### src/rtl/trap_pkg.sv
// rtl/trap_pkg.sv - shared CSR addresses, cause codes, write modes and FSM states for the trap controller
package trap_pkg;

   localparam logic [11:0] CSR_MSTATUS = 12'h300;
   localparam logic [11:0] CSR_MIE     = 12'h304;
   localparam logic [11:0] CSR_MTVEC   = 12'h305;
   localparam logic [11:0] CSR_MEPC    = 12'h341;
   localparam logic [11:0] CSR_MCAUSE  = 12'h342;
   localparam logic [11:0] CSR_MTVAL   = 12'h343;
   localparam logic [11:0] CSR_MIP     = 12'h344;

   localparam logic [31:0] CAUSE_ILLEGAL     = 32'd2;
   localparam logic [31:0] CAUSE_LOAD_FAULT  = 32'd5;
   localparam logic [31:0] CAUSE_STORE_FAULT = 32'd7;
   localparam logic [31:0] CAUSE_ECALL_M     = 32'd11;

   localparam int MSTATUS_MIE  = 3;
   localparam int MSTATUS_MPIE = 7;

   localparam logic [1:0] WSC_NONE  = 2'b00;
   localparam logic [1:0] WSC_WRITE = 2'b01;
   localparam logic [1:0] WSC_SET   = 2'b10;
   localparam logic [1:0] WSC_CLEAR = 2'b11;

   typedef enum logic [0:0] {
      ST_IDLE     = 1'b0,
      ST_REDIRECT = 1'b1
   } trap_state_t;

   function automatic logic [31:0] csr_apply(input logic [1:0]  mode,
                                             input logic [31:0] old_val,
                                             input logic [31:0] wdata);
      case (mode)
         WSC_SET:   return old_val | wdata;
         WSC_CLEAR: return old_val & ~wdata;
         default:   return wdata;
      endcase
   endfunction

endpackage

### src/rtl/irq_prio_enc.sv
// rtl/irq_prio_enc.sv - lowest-index-first priority encoder over the pending interrupt lines
module irq_prio_enc #(
   parameter int NUM_REQ = 4
) (
   input  logic [NUM_REQ-1:0] req,
   output logic               valid,
   output logic [3:0]         idx
);

   // Scanning downwards lets the lowest set index overwrite any higher one.
   always_comb begin
      valid = |req;
      idx   = 4'd0;
      for (int i = NUM_REQ - 1; i >= 0; i--) begin
         if (req[i]) idx = 4'(i);
      end
   end

endmodule

### src/rtl/trap_ctrl_mc.sv
// rtl/trap_ctrl_mc.sv - machine-mode trap controller: trap CSRs, exception/interrupt priority, flush and redirect FSM
module trap_ctrl_mc
   import trap_pkg::*;
#(
   parameter int          NUM_IRQ      = 4,
   parameter logic [31:0] MTVEC_RESET  = 32'h0000_0000,
   parameter int          HAS_VECTORED = 1
) (
   input  logic               clk,
   input  logic               rst,
   input  logic               csr_rw_in,
   input  logic [1:0]         csr_wsc_mode_in,
   input  logic               csr_w_imm_mux,
   input  logic [11:0]        csr_rw_addr_in,
   input  logic [31:0]        csr_w_data_reg,
   input  logic [4:0]         csr_w_data_imm,
   output logic [31:0]        csr_r_data_out,
   input  logic [NUM_IRQ-1:0] irq,
   input  logic               mem_valid,
   input  logic               illegal_inst,
   input  logic               l_access_fault,
   input  logic               s_access_fault,
   input  logic               ecall_m,
   input  logic [31:0]        bad_addr,
   input  logic [31:0]        bad_inst,
   input  logic               mret,
   input  logic [31:0]        epc_cur,
   input  logic [31:0]        epc_next,
   output logic [31:0]        PC_redirect,
   output logic               redirect_mux,
   output logic               reg_FD_flush,
   output logic               reg_DE_flush,
   output logic               reg_EM_flush,
   output logic               reg_MW_flush,
   output logic               RegWrite_cancel,
   output logic               busy
);

   trap_state_t        state;
   logic               mst_mie;
   logic               mst_mpie;
   logic [NUM_IRQ-1:0] mie_q;
   logic [NUM_IRQ-1:0] mip_q;
   logic [31:0]        mtvec_q;
   logic [31:0]        mepc_q;
   logic [31:0]        mcause_q;
   logic [31:0]        mtval_q;
   logic [31:0]        target_q;

   logic [NUM_IRQ-1:0] irq_pend;
   logic               irq_any;
   logic [3:0]         irq_idx;

   logic [31:0] mstatus_rd;
   logic [31:0] mie_rd;
   logic [31:0] mip_rd;
   logic [31:0] csr_wdata;
   logic [31:0] csr_new;

   logic        in_idle;
   logic        exc;
   logic        intr;
   logic        trap;
   logic        do_mret;
   logic        csr_we;
   logic [31:0] trap_cause;
   logic [31:0] trap_tval;
   logic [31:0] trap_epc;
   logic [31:0] trap_target;
   logic [31:0] mtvec_base;

   function automatic logic [31:0] mtvec_legal(input logic [31:0] v);
      logic [31:0] r;
      r    = v;
      r[1] = 1'b0;
      if (HAS_VECTORED == 0) r[0] = 1'b0;
      return r;
   endfunction

   assign irq_pend = mip_q & mie_q;

   irq_prio_enc #(
      .NUM_REQ (NUM_IRQ)
   ) u_irq_prio_enc (
      .req   (irq_pend),
      .valid (irq_any),
      .idx   (irq_idx)
   );

   always_comb begin
      mstatus_rd               = 32'd0;
      mstatus_rd[MSTATUS_MIE]  = mst_mie;
      mstatus_rd[MSTATUS_MPIE] = mst_mpie;
      mie_rd                   = 32'd0;
      mie_rd[16 +: NUM_IRQ]    = mie_q;
      mip_rd                   = 32'd0;
      mip_rd[16 +: NUM_IRQ]    = mip_q;
      case (csr_rw_addr_in)
         CSR_MSTATUS: csr_r_data_out = mstatus_rd;
         CSR_MIE:     csr_r_data_out = mie_rd;
         CSR_MTVEC:   csr_r_data_out = mtvec_q;
         CSR_MEPC:    csr_r_data_out = mepc_q;
         CSR_MCAUSE:  csr_r_data_out = mcause_q;
         CSR_MTVAL:   csr_r_data_out = mtval_q;
         CSR_MIP:     csr_r_data_out = mip_rd;
         default:     csr_r_data_out = 32'd0;
      endcase
   end

   assign csr_wdata = csr_w_imm_mux ? {27'd0, csr_w_data_imm} : csr_w_data_reg;
   assign csr_new   = csr_apply(csr_wsc_mode_in, csr_r_data_out, csr_wdata);

   assign in_idle = (state == ST_IDLE);
   assign exc     = mem_valid & (illegal_inst | l_access_fault | s_access_fault | ecall_m);
   assign intr    = mem_valid & mst_mie & irq_any;
   assign trap    = in_idle & (exc | intr);
   assign do_mret = in_idle & mret & ~trap;
   assign csr_we  = in_idle & csr_rw_in & (csr_wsc_mode_in != WSC_NONE) & ~trap;

   always_comb begin
      trap_cause = {27'd0, 1'b1, irq_idx} | 32'h8000_0000;
      trap_tval  = 32'd0;
      trap_epc   = epc_next;
      if (illegal_inst) begin
         trap_cause = CAUSE_ILLEGAL;
         trap_tval  = bad_inst;
      end else if (l_access_fault) begin
         trap_cause = CAUSE_LOAD_FAULT;
         trap_tval  = bad_addr;
      end else if (s_access_fault) begin
         trap_cause = CAUSE_STORE_FAULT;
         trap_tval  = bad_addr;
      end else if (ecall_m) begin
         trap_cause = CAUSE_ECALL_M;
      end
      if (exc) trap_epc = epc_cur;
   end

   // Only interrupts are vectored; exceptions always enter at the base.
   assign mtvec_base  = {mtvec_q[31:2], 2'b00};
   assign trap_target = (mtvec_q[0] && !exc)
                      ? mtvec_base + {25'd0, trap_cause[4:0], 2'b00}
                      : mtvec_base;

   assign redirect_mux    = (state == ST_REDIRECT);
   assign busy            = (state == ST_REDIRECT);
   assign PC_redirect     = target_q;
   assign reg_FD_flush    = trap | do_mret | redirect_mux;
   assign reg_DE_flush    = trap | do_mret | redirect_mux;
   assign reg_EM_flush    = trap | do_mret;
   assign reg_MW_flush    = trap;
   assign RegWrite_cancel = trap & exc;

   always_ff @(posedge clk) begin
      if (rst) begin
         state    <= ST_IDLE;
         mst_mie  <= 1'b0;
         mst_mpie <= 1'b0;
         mie_q    <= '0;
         mip_q    <= '0;
         mtvec_q  <= mtvec_legal(MTVEC_RESET);
         mepc_q   <= 32'd0;
         mcause_q <= 32'd0;
         mtval_q  <= 32'd0;
         target_q <= 32'd0;
      end else begin
         mip_q <= irq;
         case (state)
            ST_IDLE: begin
               if (trap) begin
                  mepc_q   <= trap_epc & 32'hFFFF_FFFC;
                  mcause_q <= trap_cause;
                  mtval_q  <= trap_tval;
                  mst_mpie <= mst_mie;
                  mst_mie  <= 1'b0;
                  target_q <= trap_target;
                  state    <= ST_REDIRECT;
               end else begin
                  if (csr_we) begin
                     case (csr_rw_addr_in)
                        CSR_MSTATUS: begin
                           mst_mie  <= csr_new[MSTATUS_MIE];
                           mst_mpie <= csr_new[MSTATUS_MPIE];
                        end
                        CSR_MIE:    mie_q    <= csr_new[16 +: NUM_IRQ];
                        CSR_MTVEC:  mtvec_q  <= mtvec_legal(csr_new);
                        CSR_MEPC:   mepc_q   <= csr_new & 32'hFFFF_FFFC;
                        CSR_MCAUSE: mcause_q <= csr_new;
                        CSR_MTVAL:  mtval_q  <= csr_new;
                        default: ;
                     endcase
                  end
                  // mret comes after the CSR write so its mstatus update wins.
                  if (do_mret) begin
                     mst_mie  <= mst_mpie;
                     mst_mpie <= 1'b1;
                     target_q <= mepc_q;
                     state    <= ST_REDIRECT;
                  end
               end
            end
            ST_REDIRECT: begin
               target_q <= 32'd0;
               state    <= ST_IDLE;
            end
            default: state <= ST_IDLE;
         endcase
      end
   end

endmodule

### config.mk
export PLATFORM = sky130hd
export DESIGN_NAME = trap_ctrl_mc
export DESIGN_NICKNAME = d
export VERILOG_FILES = /design/src/rtl/trap_pkg.sv /design/src/rtl/irq_prio_enc.sv /design/src/rtl/trap_ctrl_mc.sv
export SDC_FILE = /design/constraint.sdc
export NUM_CORES = 1
export LEC_CHECK = 0
export CELL_PAD_IN_SITES_DETAIL_PLACEMENT = 1
export CELL_PAD_IN_SITES_GLOBAL_PLACEMENT = 2
export CORE_MARGIN = 2
export CORE_UTILIZATION = 26
export DETAILED_ROUTE_END_ITERATION = 10
export HOLD_SLACK_MARGIN = 0.02
export PLACE_DENSITY = 0.82
export SLEW_MARGIN = 20
export SYNTH_ARGS = -nofsm -noshare
export SYNTH_HDL_FRONTEND = slang
export SYNTH_SLANG_ARGS = --single-unit
### constraint.sdc
create_clock -name clk -period 3.88 [get_ports clk]
set_input_delay 1.164 -clock clk [delete_from_list [all_inputs] [get_ports clk]]
set_output_delay 1.164 -clock clk [all_outputs]
set_load 0.03 [all_outputs]
==> qor.csv, run 1 <==
stage;metric;value;unit
sta;Final setup viols;31;
floorplan;DIE HEIGHT;199;µm
global_route;initial antenna violation count;1;
clock_network;CTS buffer count;17;
yosys;Mapped Area;9910;µm²
yosys;YS warnings;0;
finish;Filler cells;4395;
global_route;pin count of the biggest net entering global routing;49;
floorplan;num rows;71;
detailed_routing;DRC;0;
detailed_routing;First-pass DRT Iterations;6;
finish;antenna cell count;0;
finish;Final Non-Filler Cells;2073;
flow_run;maxcap violations;0;
floorplan;# IOs;264;
global_route;GRT Util Overall;0.245;
sta;fmax;246;MHz
detailed_routing;total wire length;49.4;mm
clock_network;Post-CTS Hold Buffers;0;
hold_path;Hold Path Class;register to register;
detailed_routing;Vias/cell;5.45;
pwr;P_leak;5.72;nW
sta;clk_skew;0.0141;ns
worst_setup_path;Worst Setup Start Kind;input port;
detailed_routing;Via Count;11300;
finish;layout overhead on the synthesized area;54.4;%
clock_network;Clock Tree Root;clkbuf_16;
global_route;global route overflow;0;
sta;Period minus WS final;4.07;ns
clock_network;Max Root-Sink Buffers;2;
sta;final worst slack;-0.189;ns
floorplan;die width;199;µm
clock_network;clock-pin slew on the worst setup and hold paths;0.07;ns
worst_setup_path;CP required;2.72;ns
placement;GP Congestion;0.870;
worst_setup_path;R2R depth;15;
clock_network;clock latency on the worst-skew pair;0.44;ns
finish;most frequent cells in the layout;clkdlybuf4s50_1 (203), dfxtp_1 (166), buf_4 (141), nor2_1 (138), nand2_1 (99);
detailed_routing;Initial DRC Count;793;
finish;Nets;1748;
worst_setup_path;critical path type;input port to primary output;
worst_setup_path;Worst Path Arrival;2.90;ns
clock_network;CTS tree;built;
yosys;Synth async-reset ratio;0;
finish;Util after Layout;0.407;
floorplan;DIE AREA;39700;µm²
global_route;vias in the first global route;11700;
status;status;complete, but fails checks;
sta;Rel. slew slack;0.544;
clock_network;H-tree Lvls;4;
sta;Tcrit/Tclk final;1.05;
yosys;syn_area_per_cell;8.22;µm²
global_route;first-pass GRT wire length;72.6;mm
pwr;Power, Total;4.45;mW
worst_setup_path;Worst R2R End;PC_redirect[10];
worst_setup_path;CP max FO;6;
detailed_routing;WL/cell;23.8;µm
pwr;Psw;1.35;mW
sta;RSZ-0062 raised after global routing;true;
pwr;Int Pwr;3.10;mW
pwr;Sw Share;0.303;
placement;DP Cell Count;1998;
pwr;P per Cell Area;291;nW/µm²
status;failing checks;negative setup slack;
detailed_routing;post-route ant nets;0;
worst_setup_path;worst reg2reg startpoint;mie_q[2];
yosys;sequential fraction of the synthesis area;0.335;
pwr;maximum vdd ir drop;0.000262;V
sta;final hold vios;0;
yosys;synth unique cells;90;
yosys;EDFF count, synth;0;
yosys;Post-Synthesis Cells;1205;
pwr;Gate power share;0.197;
sta;Least-Margin Pin Slew;0.684;ns
yosys;Top FF cell, synth;dfxtp_1;
worst_setup_path;critical path endpoint;csr_r_data_out[3];
worst_setup_path;worst setup path start;csr_rw_addr_in[10];
hold_path;worst hold stages;2;
pwr;Flop pwr share;0.411;
worst_setup_path;CP Capture Type;primary output;
floorplan;Core Box Area;37600;µm²
placement;Detail Placement HPWL;34.8;mm
worst_setup_path;r2r setup slk;0.66;ns
finish;most common cell after layout, fill and taps aside;clkdlybuf4s50_1;
placement;Port-buffer cells;257;
sta;final max-slew violation count;0;
pwr;Clock power frac;0.392;
floorplan;Starting Density;0.264;
yosys;#FFs+latches synth;166;
clock_network;clock sinks;166;
finish;proportion of layout cells with a drive suffix above 1;0.237;
==> state kept, by name, summed over array words and instances (netlist names) <==
signal / cells
mie_q: 4
mst_mie: 1
mcause_q: 32
busy: 1
mepc_q: 30
mip_q: 4
mtvec_q: 31
PC_redirect: 30
mst_mpie: 1
mtval_q: 32
==> worst min-delay path by stage <==
stage | start | end | slack, ns
3_5_place_dp | mcause_q[16] | mcause_q[16] | 0.46
2_1_floorplan | mcause_q[18] | mcause_q[18] | 0.42
6_report | mcause_q[16] | mcause_q[16] | 0.47
4_1_cts | mcause_q[19] | mcause_q[19] | 0.47
3_3_place_gp | mcause_q[18] | mcause_q[18] | 0.43
5_1_grt | mcause_q[19] | mcause_q[19] | 0.50
==> Yosys cell counts (4+ instances only) <==
| library cell | count | area (µm²) |
|---|---|---|
| buf_1 | 13 | 48.8 |
| nand3_1 | 12 | 60.1 |
| a31o_2 | 14 | 123 |
| and2_1 | 6 | 37.5 |
| nor2_1 | 141 | 529 |
| a21boi_1 | 4 | 30.0 |
| nor2b_1 | 35 | 219 |
| a31o_1 | 4 | 35.0 |
| nand2b_1 | 24 | 150 |
| a22oi_1 | 49 | 368 |
| a221o_1 | 5 | 50.1 |
| and3_1 | 11 | 68.8 |
| a211oi_1 | 33 | 248 |
| a31oi_1 | 29 | 181 |
| clkbuf_1 | 53 | 199 |
| xnor2_1 | 23 | 201 |
| nor3_1 | 16 | 80.1 |
| o21ai_0 | 60 | 300 |
| a221oi_1 | 7 | 61.3 |
| a221o_2 | 17 | 191 |
| a21oi_1 | 53 | 265 |
| mux2_2 | 14 | 158 |
| a222oi_1 | 16 | 160 |
| buf_2 | 13 | 65.1 |
| nand4_1 | 6 | 37.5 |
| o22ai_1 | 39 | 244 |
| buf_6 | 7 | 78.8 |
| inv_1 | 21 | 78.8 |
| nor4_1 | 8 | 50.1 |
| mux2i_1 | 66 | 661 |
| nand2_1 | 105 | 394 |
| o221ai_1 | 22 | 193 |
| o211ai_1 | 10 | 75.1 |
| buf_4 | 10 | 75.1 |
| dfxtp_1 | 166 | 3320 |
| ha_1 | 5 | 62.6 |
==> cell type report <==
class                   instances  area, µm²  area share
clock buffers                  18        439      0.0287
clock inverters                14        140     0.00916
inverters                      23       86.3     0.00564
multi-input cells             913       6270       0.410
flip-flops and latches        166       3320       0.217
well taps                     511        639      0.0418
repair buffers                428       4400       0.288
==> metrics by stage <==
step                setup TNS [ns]  area [µm²]  worst slack [ns]  hold WS (ns)
floorplan                   -0.961        9960           -0.0540         0.421
global placement            -21.06       14000            -0.586         0.430
detailed placement          -25.65       14000            -0.615         0.459
CTS                          -5.65       15300            -0.219         0.469
global route                 -5.56       15300            -0.220         0.496
finish                       -4.65       15300            -0.189         0.469
==> cells by family after synthesis <==
group	after synthesis	share of synthesized area
buffers and inverters	127	0.0644
AO/OA/AOI/OAI	404	0.293
multiplexers	80	0.0826
adder cells (fa/ha/maj)	6	0.00833
XOR/XNOR	24	0.0212
flip-flops	166	0.335
AND/OR/NAND/NOR	397	0.195
other	1	0.000378
==> critical path: stages <==
cell and delay, ns:
buf_8 0.10, or4b_4 0.58, nor4_4 0.25, buf_6 0.18, buf_12 0.13, buf_12 0.13
buf_12 0.11, nand2_4 0.05, nand2_4 0.08, buf_12 0.12
==> power groups by stage <==
stage	combinational, mW	clock, mW	sequential [mW]
after detailed placement	0.840	0	1.86
after CTS	0.864	1.74	1.83
after global placement	0.822	0	1.86
after floorplan	0.393	0	1.85
final	0.875	1.74	1.83
after global routing	0.933	1.82	1.83
==> what timing repair did <==
item / in CTS / in global routing
setup endpoints to repair: 36 / 35
buffers inserted: 36 / 10
pin swaps: 30 / 32
cloned: 6 / 0
resized for setup: 108 / 23
==> routing by layer <==
metal,vias to the layer above,share of wire,track usage
met2,371,0.47,0.414
met5,-,0,0
met4,0,0.027,0.0871
met3,86,0.062,0.0388
met1,5658,0.44,0.316
li1,5191,-,-
No activity file was read; power rests on OpenSTA's default activity.
==> run 2: changes to the inputs <==
--- a/config.mk
+++ b/config.mk
@@ -5,13 +5,14 @@
 export SDC_FILE = /design/constraint.sdc
 export NUM_CORES = 1
 export LEC_CHECK = 0
+export ABC_AREA = 1
 export CELL_PAD_IN_SITES_DETAIL_PLACEMENT = 1
 export CELL_PAD_IN_SITES_GLOBAL_PLACEMENT = 2
 export CORE_MARGIN = 2
-export CORE_UTILIZATION = 26
+export CORE_UTILIZATION = 23
 export DETAILED_ROUTE_END_ITERATION = 10
 export HOLD_SLACK_MARGIN = 0.02
-export PLACE_DENSITY = 0.82
+export PLACE_DENSITY = 0.8
 export SLEW_MARGIN = 20
 export SYNTH_ARGS = -nofsm -noshare
 export SYNTH_HDL_FRONTEND = slang
==> qor.csv, run 2 <==
stage;metric;value;unit;change
worst_setup_path;CP Capture Type;primary output;;
finish;Util after Layout;0.352;;-0.0546
placement;Port-buffer cells;257;;unchanged
sta;clk_skew;0.0103;ns;-0.00376 ns
detailed_routing;First-pass DRT Iterations;5;;-1
sta;Final setup viols;0;;-100%
hold_path;Hold Path Class;register to register;;
finish;Design Area, Final;16800;µm²;+10%
finish;Nets;2407;;+38%
sta;Least-Margin Pin Slew;0.532;ns;-0.152 ns
yosys;synth cell count leaders;nand2_1 (534), inv_1 (216), a21oi_1 (203);;
status;status;finished, final reports clean;;
yosys;sequential fraction of the synthesis area;0.299;;-0.0368
hold_path;worst hold stages;2;;unchanged
sta;final hold vios;0;;unchanged
floorplan;Core Box Area;47700;µm²;+27%
pwr;Gate power share;0.218;;+0.021
global_route;GRT Util Overall;0.225;;-0.0205
global_route;busiest grt layer;met2;;
sta;Period minus WS final;3.86;ns;-0.211 ns
pwr;Power, Total;4.70;mW;+5.6%
placement;Area after DPL;15400;µm²;+10%
pwr;Flop pwr share;0.401;;-0.010
floorplan;num rows;80;;+13%
sta;final worst slack;0.0223;ns;+0.211 ns
global_route;vias in the first global route;13800;;+18%
pwr;Clock power frac;0.381;;-0.011
detailed_routing;post-route ant nets;0;;unchanged
yosys;YS warnings;0;;unchanged
sta;Tcrit/Tclk final;0.994;;-0.0544
pwr;maximum vdd ir drop;0.000287;V;+9.3%
sta;fmax;259;MHz;+5.5%
sta;setup TNS;0;ns;+4.65 ns
yosys;#FFs+latches synth;166;;unchanged
clock_network;Post-CTS Hold Buffers;0;;unchanged
pwr;Psw;1.49;mW;+11%
finish;most frequent cells in the layout;nand2_1 (518), inv_1 (210), clkdlybuf4s50_1 (205), a21oi_1 (203), dfxtp_1 (166);;
global_route;met2 usage;0.363;;-0.0510
detailed_routing;DRC;0;;unchanged
pwr;Sw Share;0.318;;+0.0148
yosys;Post-Synthesis Cells;1879;;+56%
pwr;P_leak;7.41;nW;+30%
clock_network;H-tree Lvls;4;;unchanged
global_route;GRT met3 Usage;0.0407;;+0.00184
yosys;Synth async-reset ratio;0;;unchanged
floorplan;DIE HEIGHT;224;µm;+12%
worst_setup_path;R2R depth;19;;+4
sta;WHS;0.465;ns;-0.00369 ns
yosys;syn_area_per_cell;5.92;µm²;-28%
finish;Final Non-Filler Cells;2837;;+37%
yosys;synth top area cells;dfxtp_1 (30%), nand2_1 (18%), a21oi_1 (9.1%), inv_1 (7.3%), o21ai_0 (7.2%);;
sta;final max-slew violation count;0;;unchanged
detailed_routing;total wire length;56.7;mm;+15%
worst_setup_path;CP max FO;6;;unchanged
hold_path;hold_sp;PC_redirect[26];;
yosys;most common cell in the netlist;nand2_1;;
worst_setup_path;CP required;2.72;ns;about the same
yosys;Top FF cell, synth;dfxtp_1;;
floorplan;DIE AREA;50200;µm²;+26%
hold_path;Hold EP;PC_redirect[26];;
placement;pre-CTS setup slack;-0.389;ns;+0.226 ns
yosys;Mapped Area;11100;µm²;+12%
placement;DP Cell Count;2777;;+39%
detailed_routing;Initial DRC Count;869;;+9.6%
placement;GP Congestion;0.885;;+1.7%
yosys;share of the synthesized area in the top cell type;0.299;;-0.0368
yosys;synth unique cells;48;;-47%
sta;RSZ-0062 raised after global routing;true;;
global_route;global route overflow;0;;unchanged
global_route;first-pass GRT wire length;84.6;mm;+16%
clock_network;clock latency on the worst-skew pair;0.45;ns;about the same
flow_run;maxcap violations;0;;unchanged
detailed_routing;Vias/cell;4.81;;-12%
floorplan;Starting Density;0.233;;-0.0306
finish;Filler cells;5981;;+36%
finish;layout overhead on the synthesized area;51.2;%;
worst_setup_path;worst reg2reg startpoint;mip_q[1];;
clock_network;CTS tree;built;;
worst_setup_path;Worst R2R End;PC_redirect[16];;
worst_setup_path;critical path type;input port to primary output;;
global_route;met1 Track Usage GR;0.305;;-0.0102
clock_network;clock-pin slew on the worst setup and hold paths;0.07;ns;about the same
worst_setup_path;r2r setup slk;1.07;ns;+0.41 ns
finish;proportion of layout cells with a drive suffix above 1;0.166;;-0.0707
clock_network;clock sinks;166;;unchanged
placement;Detail Placement HPWL;43.0;mm;+24%
worst_setup_path;Worst Setup Start Kind;input port;;
pwr;Int Pwr;3.20;mW;+3.4%
finish;most common cell after layout, fill and taps aside;nand2_1;;
floorplan;# IOs;264;;unchanged
worst_setup_path;worst setup path start;csr_rw_addr_in[5];;
detailed_routing;WL/cell;20.0;µm;-16%
clock_network;Max Root-Sink Buffers;2;;unchanged
floorplan;die width;224;µm;+12%
detailed_routing;Via Count;13600;;+21%
clock_network;Clock Tree Root;clkbuf_16;;
sta;Rel. slew slack;0.645;;+0.101
yosys;EDFF count, synth;0;;unchanged
global_route;initial antenna violation count;2;;+1
pwr;P per Cell Area;279;nW/µm²;-4.0%
clock_network;CTS buffer count;17;;unchanged
global_route;pin count of the biggest net entering global routing;100;;+100%
worst_setup_path;Worst Path Arrival;2.69;ns;-0.21 ns
finish;top flop regs;mcause_q: 32 flops, mtval_q: 32 flops, mtvec_q: 31 flops;;
yosys;largest area contributor in the netlist;dfxtp_1;;
[run 2: per-layer routing]
layer / wire, µm / up-vias
li1: - / 6696
met1: 26300 / 6545
met2: 26000 / 344
met3: 3310 / 55
met4: 1110 / 2
met5: 7 / -
[run 2: final cells by class]
cell class,instances,area [µm²],share of cell area
clock inverters,13,149,0.00885
flip-flops and latches,166,3320,0.197
inverters,226,870,0.0517
multi-input cells,1383,6810,0.404
repair buffers,414,4470,0.265
diodes,1,2.50,0.000149
clock buffers,19,443,0.0263
well taps,615,769,0.0457
[run 2: timing repair]
action / in CTS / in global routing
resized for setup: 140 / 35
setup endpoints to repair: 34 / 33
buffers inserted: 17 / 5
pin swaps: 29 / 20
cloned: 5 / 2
[run 2: worst max path at each step]
stage | endpoint | slack [ns] | depth (start not counted)
after detailed placement | csr_r_data_out[16] | -0.39 | 11
after CTS | csr_r_data_out[16] | -0.03 | 11
after global placement | csr_r_data_out[16] | -0.33 | 12
after global routing | csr_r_data_out[24] | -0.02 | 11
final | csr_r_data_out[19] | 0.02 | 11
after floorplan | csr_r_data_out[19] | 0.35 | 10
[run 2: critical path, cell delays in order]
cell and delay [ns]:
dlygate4sd2_1 0.25, nor2_4 0.13, nand2_2 0.10, nor2_4 0.14
buf_6 0.16, buf_16 0.14, nand3_1 0.12, nand2_2 0.12
nor2_1 0.06, o221ai_2 0.12, buf_12 0.17
[run 2: power groups by stage]
stage | sequential, mW | clock [mW] | combinational [mW]
2_1_floorplan | 1.92 | 0 | 0.479
3_3_place_gp | 1.91 | 0 | 0.991
3_5_place_dp | 1.92 | 0 | 1.01
4_1_cts | 1.88 | 1.84 | 1.03
5_1_grt | 1.89 | 1.91 | 1.12
6_report | 1.88 | 1.79 | 1.02
[run 2: logic make-up after synthesis]
| logic type | after synthesis | synth area share |
|---|---|---|
| muxes | 5 | 0.00495 |
| DFF | 166 | 0.299 |
| AOI/OAI and AO/OA | 469 | 0.217 |
| xor gates and xnor gates | 3 | 0.00236 |
| buffers and inverters | 331 | 0.127 |
| adders and majority gates | 6 | 0.00742 |
| other | 1 | 0.000337 |
| and+or+nand+nor | 898 | 0.342 |
==> run 3: changes to the inputs <==
--- a/config.mk
+++ b/config.mk
@@ -6,13 +6,14 @@
 export NUM_CORES = 1
 export LEC_CHECK = 0
 export ABC_AREA = 1
+export CAP_MARGIN = 25
 export CELL_PAD_IN_SITES_DETAIL_PLACEMENT = 1
 export CELL_PAD_IN_SITES_GLOBAL_PLACEMENT = 2
 export CORE_MARGIN = 2
-export CORE_UTILIZATION = 23
+export CORE_UTILIZATION = 28
 export DETAILED_ROUTE_END_ITERATION = 10
 export HOLD_SLACK_MARGIN = 0.02
-export PLACE_DENSITY = 0.8
+export PLACE_DENSITY = 0.91
 export SLEW_MARGIN = 20
 export SYNTH_ARGS = -nofsm -noshare
 export SYNTH_HDL_FRONTEND = slang
==> constraint.sdc (replaced) <==
create_clock -name clk -period 4.52 [get_ports clk]
set_input_delay 1.356 -clock clk [delete_from_list [all_inputs] [get_ports clk]]
set_output_delay 1.356 -clock clk [all_outputs]
set_load 0.03 [all_outputs]
==> qor.csv, run 3 (synthesized netlist as in run 2, its figures left out) <==
stage;metric;value;unit;change
global_route;first-pass GRT wire length;79.4;mm;-6.2%
finish;Filler cells;5187;;-13%
status;status;finished, final reports clean;;
sta;fmax;224;MHz;
hold_path;worst hold stages;2;;unchanged
finish;FF/Latch Area;3320;µm²;unchanged
global_route;met1 Track Usage GR;0.350;;+0.0452
worst_setup_path;CP max FO;5;;-1
worst_setup_path;R2R depth;18;;-1
global_route;met2 usage;0.400;;+0.0367
clock_network;clock-pin slew on the worst setup and hold paths;0.07;ns;about the same
worst_setup_path;worst reg2reg startpoint;mip_q[1];;
global_route;vias in the first global route;13500;;-2.3%
sta;clk_skew;0.0111;ns;+0.000806 ns
detailed_routing;Initial DRC Count;967;;+11%
clock_network;H-tree Lvls;4;;unchanged
worst_setup_path;CP Cell Sequence;clkdlybuf4s50_1 > nor2_2 > nand2_4 > nor2_8 > nand2_4 > buf_4 > o21ai_1 > or2_4 > buf_12;;
placement;pre-CTS setup slack;-0.0737;ns;+0.315 ns
hold_path;Hold EP;PC_redirect[24];;
worst_setup_path;Worst Path Arrival;3.12;ns;+0.43 ns
pwr;Clock power frac;0.378;;-0.003
pwr;P_leak;6.95;nW;-6.3%
clock_network;Max Root-Sink Buffers;2;;unchanged
clock_network;clock sinks;166;;unchanged
detailed_routing;total wire length;53.1;mm;-6.4%
pwr;Int Pwr;2.70;mW;-16%
detailed_routing;Vias/cell;5.03;;+4.7%
global_route;global route overflow;0;;unchanged
worst_setup_path;worst setup path start;csr_rw_addr_in[11];;
detailed_routing;First-pass DRT Iterations;5;;unchanged
worst_setup_path;critical path type;input port to primary output;;
pwr;maximum vdd ir drop;0.000178;V;-38%
clock_network;Post-CTS Hold Buffers;0;;unchanged
hold_path;hold_sp;PC_redirect[24];;
placement;Port-buffer cells;257;;unchanged
hold_path;Hold Path Class;register to register;;
placement;Detail Placement HPWL;40.8;mm;-5.1%
worst_setup_path;CP Capture Type;primary output;;
finish;most frequent cells in the layout;nand2_1 (529), inv_1 (214), clkdlybuf4s50_1 (214), a21oi_1 (203), dfxtp_1 (166);;
sta;final max-slew violation count;0;;unchanged
pwr;P per Cell Area;252;nW/µm²;-9.8%
pwr;Psw;1.24;mW;-17%
global_route;GRT Util Overall;0.253;;+0.0282
clock_network;Clock Tree Root;clkbuf_16;;
worst_setup_path;Worst R2R End;PC_redirect[14];;
sta;Period minus WS final;4.47;ns;
worst_setup_path;CP required;3.16;ns;+0.44 ns
detailed_routing;WL/cell;19.9;µm;-0.66%
sta;Final setup viols;0;;unchanged
detailed_routing;Via Count;13500;;-1.3%
worst_setup_path;most numerous cell on the critical path;nand2_4;;
pwr;Gate power share;0.213;;-0.005
finish;top flop regs;mcause_q: 32 flops, mtval_q: 32 flops, mtvec_q: 31 flops;;
clock_network;CTS tree;built;;
worst_setup_path;CP peak stage delay;0.42;ns;+0.17 ns
detailed_routing;DRC;0;;unchanged
global_route;initial antenna violation count;2;;unchanged
floorplan;# IOs;264;;unchanged
clock_network;CTS buffer count;17;;unchanged
pwr;Power, Total;3.94;mW;-16%
finish;most common cell after layout, fill and taps aside;nand2_1;;
global_route;busiest grt layer;met2;;
global_route;GRT met3 Usage;0.0404;;-0.000233
detailed_routing;post-route ant nets;0;;unchanged
clock_network;clock latency on the worst-skew pair;0.44;ns;about the same
pwr;Sw Share;0.314;;-0.00439
sta;Rel. slew slack;0.529;;-0.116
sta;Tcrit/Tclk final;0.989;;
finish;proportion of layout cells with a drive suffix above 1;0.109;;-0.0567
floorplan;Starting Density;0.282;;+0.0490
floorplan;num rows;73;;-8.8%
worst_setup_path;CP top delay family;simple AND/OR/NAND/NOR gates;;
worst_setup_path;CP Buf/Inv Count;3;;-1
finish;area of the multi-input gates;6500;µm²;-4.4%
sta;Least-Margin Pin Slew;0.704;ns;+0.171 ns
floorplan;die width;203;µm;-9.2%
finish;layout overhead on the synthesized area;40.4;%;
floorplan;Core Box Area;39500;µm²;-17%
global_route;pin count of the biggest net entering global routing;111;;+11%
floorplan;DIE HEIGHT;203;µm;-9.2%
pwr;Flop pwr share;0.410;;+0.009
sta;final worst slack;0.0487;ns;+0.0264 ns
finish;Nets;2334;;-3.0%
floorplan;DIE AREA;41400;µm²;-18%
flow_run;maxcap violations;0;;unchanged
sta;final hold vios;0;;unchanged
worst_setup_path;Worst Setup Start Kind;input port;;
worst_setup_path;Slowest-stage cell, CP;clkdlybuf4s50_1;;
worst_setup_path;r2r setup slk;1.55;ns;+0.48 ns
placement;GP Congestion;0.929;;+5.0%
run 3: cell type report:
class                   instances  share of cell area
multi-input cells            1383               0.416
clock inverters                12             0.00840
repair buffers                341               0.238
inverters                     226              0.0552
clock buffers                  19              0.0277
flip-flops and latches        166               0.213
diodes                          2            0.000320
well taps                     525              0.0420
run 3: worst register-to-register path, stage by stage, from the launching register on:
cell and delay [ns]:
dfxtp_1 0.40, nand2_1 0.13, nand2_1 0.09, nand2_1 0.07, a31oi_1 0.24, ha_1 0.24
inv_1 0.06, fa_1 0.36, inv_1 0.13, nand3_1 0.08, nand2_1 0.09, nand2_1 0.07
nand2_1 0.11, nand2_1 0.16, nor2_4 0.18, inv_1 0.08, o21ai_0 0.14, nand3_1 0.11
a21oi_1 0.17
run 3: worst max-delay path by stage:
stage | endpoint | depth (start not counted)
6_report | csr_r_data_out[29] | 9
5_1_grt | csr_r_data_out[5] | 10
4_1_cts | csr_r_data_out[17] | 9
3_5_place_dp | csr_r_data_out[5] | 12
3_3_place_gp | csr_r_data_out[5] | 12
2_1_floorplan | csr_r_data_out[19] | 10
run 3: per-layer routing:
metal | share of wire | vias to the layer above
met5 | 0.00013 | -
met1 | 0.47 | 6428
met3 | 0.057 | 76
li1 | - | 6538
met4 | 0.026 | 2
met2 | 0.45 | 415
run 3: metrics by stage:
stage	utilization	std cells	instance area (µm²)	hold WS, ns	TNS, ns
after CTS	0.392	2669	15500	0.470	0
after detailed placement	0.377	2637	14900	0.461	-1.20
after floorplan	-	1880	11100	0.482	0
after global routing	0.396	2673	15600	0.494	-0.0330
final	0.396	2674	15600	0.471	0
after global placement	0.377	2636	14900	0.458	-0.447
run 3: what timing repair did:
action | 4_1_cts | 5_1_grt
gates resized for setup | 15 | 36
setup endpoints to repair | 29 | 30
buffers inserted | 1 | 1
cloned | 0 | 2
endpoints found under the hold margin | 0 | 0
pin swaps | 4 | 6
run 3: power groups by stage:
stage	Combinational, mW	Clock (mW)	Sequential, mW
floorplan	0.411	0	1.65
global placement	0.809	0	1.64
detailed placement	0.830	0	1.64
CTS	0.836	1.52	1.61
global route	0.914	1.57	1.62
finish	0.838	1.49	1.61
==> variant 1: new RTL, flow settings as in run 2 <==
The parameter `NUM_IRQ` goes from 4 to 2.
--- a/src/rtl/trap_ctrl_mc.sv
+++ b/src/rtl/trap_ctrl_mc.sv
@@ -4,3 +4,3 @@
 #(
-   parameter int          NUM_IRQ      = 4,
+   parameter int          NUM_IRQ      = 2,
    parameter logic [31:0] MTVEC_RESET  = 32'h0000_0000,
Interface: changed (resized irq); port bits go from 264 to 262. The function was not compared with the original's and may differ.
==> variant 1 against run 2 <==
  * Die area increased by 2.9%
  * Sequential cell count decreased by 4
  * Final area increased by 2.2%
  * Count of clock-buffer cells in the layout unchanged
  * Area after synthesis increased by 3.0%
  * Setup slack improved by 0.023 ns
  * Core utilization decreased by 0.20 points
  * Global-route usage increased by 0.55 points
  * Routed wire length increased by 5.7%
  * Power increased by 2.0%
  * Critical endpoint is now csr_r_data_out[11]
  * Highest routed layer is now met4
==> variant 1: results (changes against run 2) <==
Synth
  – Flops & latches, synth: 162 (was 166)
  – Largest cells by area after synthesis: dfxtp_1, nand2_1, nand3_1 (was dfxtp_1, nand2_1, a21oi_1)
  – Seq/Total Area, Yosys: 0.2829 (was 0.2986)
  – Avg Cell Area, Syn: 5.967 um2 (was 5.923 um2)

Final layout
  – Share of layout cells above drive strength 1: 0.1620 (was 0.1661)
  – Multi-input logic area: 7101 um2 (was 6805 um2)
  – Clock-cell share: 0.03646 (was 0.03517)
  – Non-clock inverter total of the final layout: 222 (was 226)
  – Fraction of area in registers: 0.1886 (was 0.1975)

Pwr
  – P_int: 3.297 mW (was 3.203 mW)
  – Pleak: 7.318 nW (was 7.413 nW)

Timing
  – Worst setup skew after layout: 0.01324 ns (was 0.01033 ns)

Placement
  – DP Worst Slack: -0.4752 ns (was -0.3887 ns)
  – Cell Area, Placed: 15940 um2 (was 15440 um2)
  – Placed Cells: 2863 (was 2777)
  – Routability cong.: 0.8977 (was 0.8846)

Route
  – Vias after detailed routing: 14540 (was 13640)
  – Uppermost layer routed: met4 (was met5)
  – Wl on met1: 28420 um (was 26280 um)

Worst hold path
  – Hold Crit Start: PC_redirect[16] (was PC_redirect[26])

Clock tree
  – Post-CTS Setup Inserts: 12 (was 17)
  – Latest clock arrival within the worst-skew pair: 0.47 ns (was 0.45 ns)

Critical path
  – CP startpoint: csr_rw_addr_in[7] (was csr_rw_addr_in[5])
  – Critical Path Fanout Max: 7 (was 6)

Status
  – Status: completed (unchanged)

Global routing
  – Met1 GRT Util: 0.3296 (was 0.3053)
  – Largest net degree at the start of global routing: 118 (was 100)
  – First-pass GRT wire length: 89010 um (was 84570 um)
  – Vias in the first global route: 14380 (was 13790)
  – GR Util met3: 0.03665 (was 0.04066)
[variant 1: power by group through the flow]
stage	combinational, mW	sequential (mW)	clock [mW]
final	1.07	1.85	1.87
after global routing	1.17	1.86	1.96
after CTS	1.07	1.85	1.89
after global placement	1.03	1.88	0
after detailed placement	1.06	1.88	0
after floorplan	0.504	1.89	0
[variant 1: worst paths after layout]
| check | slack, ns | cells past startpoint | endpoint |
|---|---|---|---|
| max | 0.04 | 13 | csr_r_data_out[11] |
| min reg2reg | 0.47 | 2 | PC_redirect[16] |
| min | 0.47 | 2 | PC_redirect[16] |
| max reg2reg | 1.10 | 16 | PC_redirect[22] |
[variant 1: logic make-up after synthesis]
family / after synthesis / share of synthesized area
DFF: 162 / 0.2829
and+or+nand+nor: 929 / 0.3478
buffers and inverters: 356 / 0.1299
AOI/OAI and AO/OA: 453 / 0.2203
adders and majority gates: 6 / 0.007204
other: 1 / 0.0003271
xor gates and xnor gates: 10 / 0.007641
muxes: 4 / 0.003929
==> variant 2: new RTL, flow settings as in run 2 <==
Made on the original files. Put a register stage on the outputs `reg_FD_flush`, `reg_DE_flush`, `reg_EM_flush`, `reg_MW_flush`, `RegWrite_cancel` and `busy`. The values now appear one clock later. The other outputs are not delayed to match.
--- a/src/rtl/trap_ctrl_mc.sv
+++ b/src/rtl/trap_ctrl_mc.sv
@@ -145,9 +145,11 @@
    assign redirect_mux    = (state == ST_REDIRECT);
-   assign busy            = (state == ST_REDIRECT);
+   always_ff @(posedge clk) begin
+      reg_FD_flush    <= trap | do_mret | redirect_mux;
+      reg_DE_flush    <= trap | do_mret | redirect_mux;
+      reg_EM_flush    <= trap | do_mret;
+      reg_MW_flush    <= trap;
+      RegWrite_cancel <= trap & exc;
+      busy            <= (state == ST_REDIRECT);
+   end
    assign PC_redirect     = target_q;
-   assign reg_FD_flush    = trap | do_mret | redirect_mux;
-   assign reg_DE_flush    = trap | do_mret | redirect_mux;
-   assign reg_EM_flush    = trap | do_mret;
-   assign reg_MW_flush    = trap;
-   assign RegWrite_cancel = trap & exc;
 
Check against the original RTL: not equivalent (Yosys sat finds a counterexample within 4 cycles, from zero or initial values and one cycle with rst high).
==> variant 2 against run 2 <==
  * Final area fell by 1.2%
  * First-iteration DRC count fell by 22%
  * Power fell by 1.6%
  * Sequential cell count rose by 5
  * Final cell count fell by 0.42%
  * Register-to-register slack got worse by 0.15 ns
  * Routed wire length fell by 1.2%
  * Area after synthesis rose by 0.83%
  * Count of clock-buffer cells in the layout rose by 3
  * Global-route usage fell by 0.55 points
  * Setup slack improved by 0.029 ns
  * Critical path type unchanged
  * Largest cell class unchanged
==> variant 2: results (changes against run 2) <==
Synth
  – Avg Cell Area, Syn: 5.960 um2 (was 5.923 um2)
  – Seq/Total Area, Yosys: 0.3051 (was 0.2986)
  – Adder-cell area share of the yosys netlist: 0.007359 (was 0.007420)
  – Synth Area in XOR/XNOR: 0.002341 (was 0.002361)
  – Largest cells by area after synthesis: dfxtp_1, nand2_1, a21oi_1 (unchanged)
  – Synth Area in Compound Gates: 0.2153 (was 0.2171)
  – Post-synthesis mux area share: 0.004906 (was 0.004947)
  – Commonest cells post-synth: nand2_1, inv_1, a21oi_1 (unchanged)

Global routing
  – Vias in the first global route: 14000 (was 13790)
  – Met1 GRT Util: 0.3015 (was 0.3053)
  – GR Util met2: 0.3495 (was 0.3632)
  – Initial antenna violation count: 0 (was 2)
  – First-pass GRT wire length: 83570 um (was 84570 um)
  – Largest net degree at the start of global routing: 91 (was 100)
  – GR Util met3: 0.03880 (was 0.04066)
  – GRT Util Overall: 0.2193 (was 0.2248)

Timing
  – Worst setup skew after layout: 0.01002 ns (was 0.01033 ns)
  – Fin Hold WS: 0.4649 ns (was 0.4654 ns)
  – Min Tclk post-route: 3.828 ns (was 3.858 ns)

Final layout
  – Share of layout cells above drive strength 1: 0.1520 (was 0.1661)
  – Multi-input logic area: 6780 um2 (was 6805 um2)
  – Number of diodes: 0 (was 1)
  – Number of fill cells in the layout: 6024 (was 5981)

Critical path
  – Slowest-stage cell, CP: a2111o_1 (was dlygate4sd2_1)
  – Critical Path Fanout Max: 12 (was 6)
  – Worst stage delay on the critical path: 0.44 ns (was 0.25 ns)
  – Data arrival, critical path: 2.66 ns (was 2.69 ns)
  – FF-to-FF setup slack: 0.92 ns (was 1.07 ns)

Placement
  – DP Worst Slack: -0.4256 ns (was -0.3887 ns)
  – Detailed placement HPWL: 43460 um (was 43030 um)
  – Routability cong.: 0.8793 (was 0.8846)

Pwr
  – Net switching power: 1.391 mW (was 1.495 mW)
  – Pleak: 7.278 nW (was 7.413 nW)

Route
  – WL final: 56070 um (was 56740 um)
  – DRT iter0 DRCs: 680 (was 869)
  – Vias per inst: 4.840 (was 4.809)

Status
  – Status: completed (unchanged)
-- variant 2: cells by family (layout without fill, tap and decap cells) --
group	count (synthesis)	in the layout
compound gates	469	469
flops	171	171
other cells	1	2
xor+xnor	3	3
fa+ha+maj	6	6
buf+inv	330	656
simple gates	898	898
mux	5	5
-- variant 2: layout make-up --
| class | instances | area share |
|---|---|---|
| multi-input combinational | 1383 | 0.4076 |
| inverter | 226 | 0.05265 |
| clock inverter | 3 | 0.004137 |
| tap | 615 | 0.04626 |
| sequential | 171 | 0.2058 |
| clock buffer | 22 | 0.02791 |
| timing repair buffer | 405 | 0.2557 |
-- variant 2: power by group through the flow --
stage               Combinational (mW)  Clock (mW)  Sequential (mW)
floorplan                        0.468           0             1.99
detailed placement               0.996           0             1.97
finish                            1.01        1.68             1.93
global route                      1.11        1.78             1.95
CTS                               1.01        1.72             1.93
global placement                 0.976           0             1.97
-- variant 2: worst paths after layout --
kind | start | to | cells after the start
worst min register to register | PC_redirect[26] | PC_redirect[26] | 2
worst max register to register | mie_q[2] | PC_redirect[18] | 18
worst min-delay path | PC_redirect[26] | PC_redirect[26] | 2
worst max-delay path | csr_rw_addr_in[2] | csr_r_data_out[17] | 9
-- variant 2: timing repair --
action                                 4_1_cts  5_1_grt
buffers inserted                            24        4
setup endpoints to repair                   32       38
hold buffers                                 0        0
endpoints found under the hold margin        0        0
pin swaps                                   21       32
cloned                                       1        2
gates resized for setup                     86       69
-- variant 2: worst max-delay path, delay by kind of cell --
kind	cells	cell delay (ns)
AND/OR/NAND/NOR	2	0.17
AO/OA/AOI/OAI	2	0.51
buffers and inverters	5	0.82
-- variant 2: routing by layer --
metal,share of wire,vias to the layer above
li1,-,6684
met1,0.47,6579
met2,0.45,347
met3,0.052,63
met4,0.021,0
met5,0,-
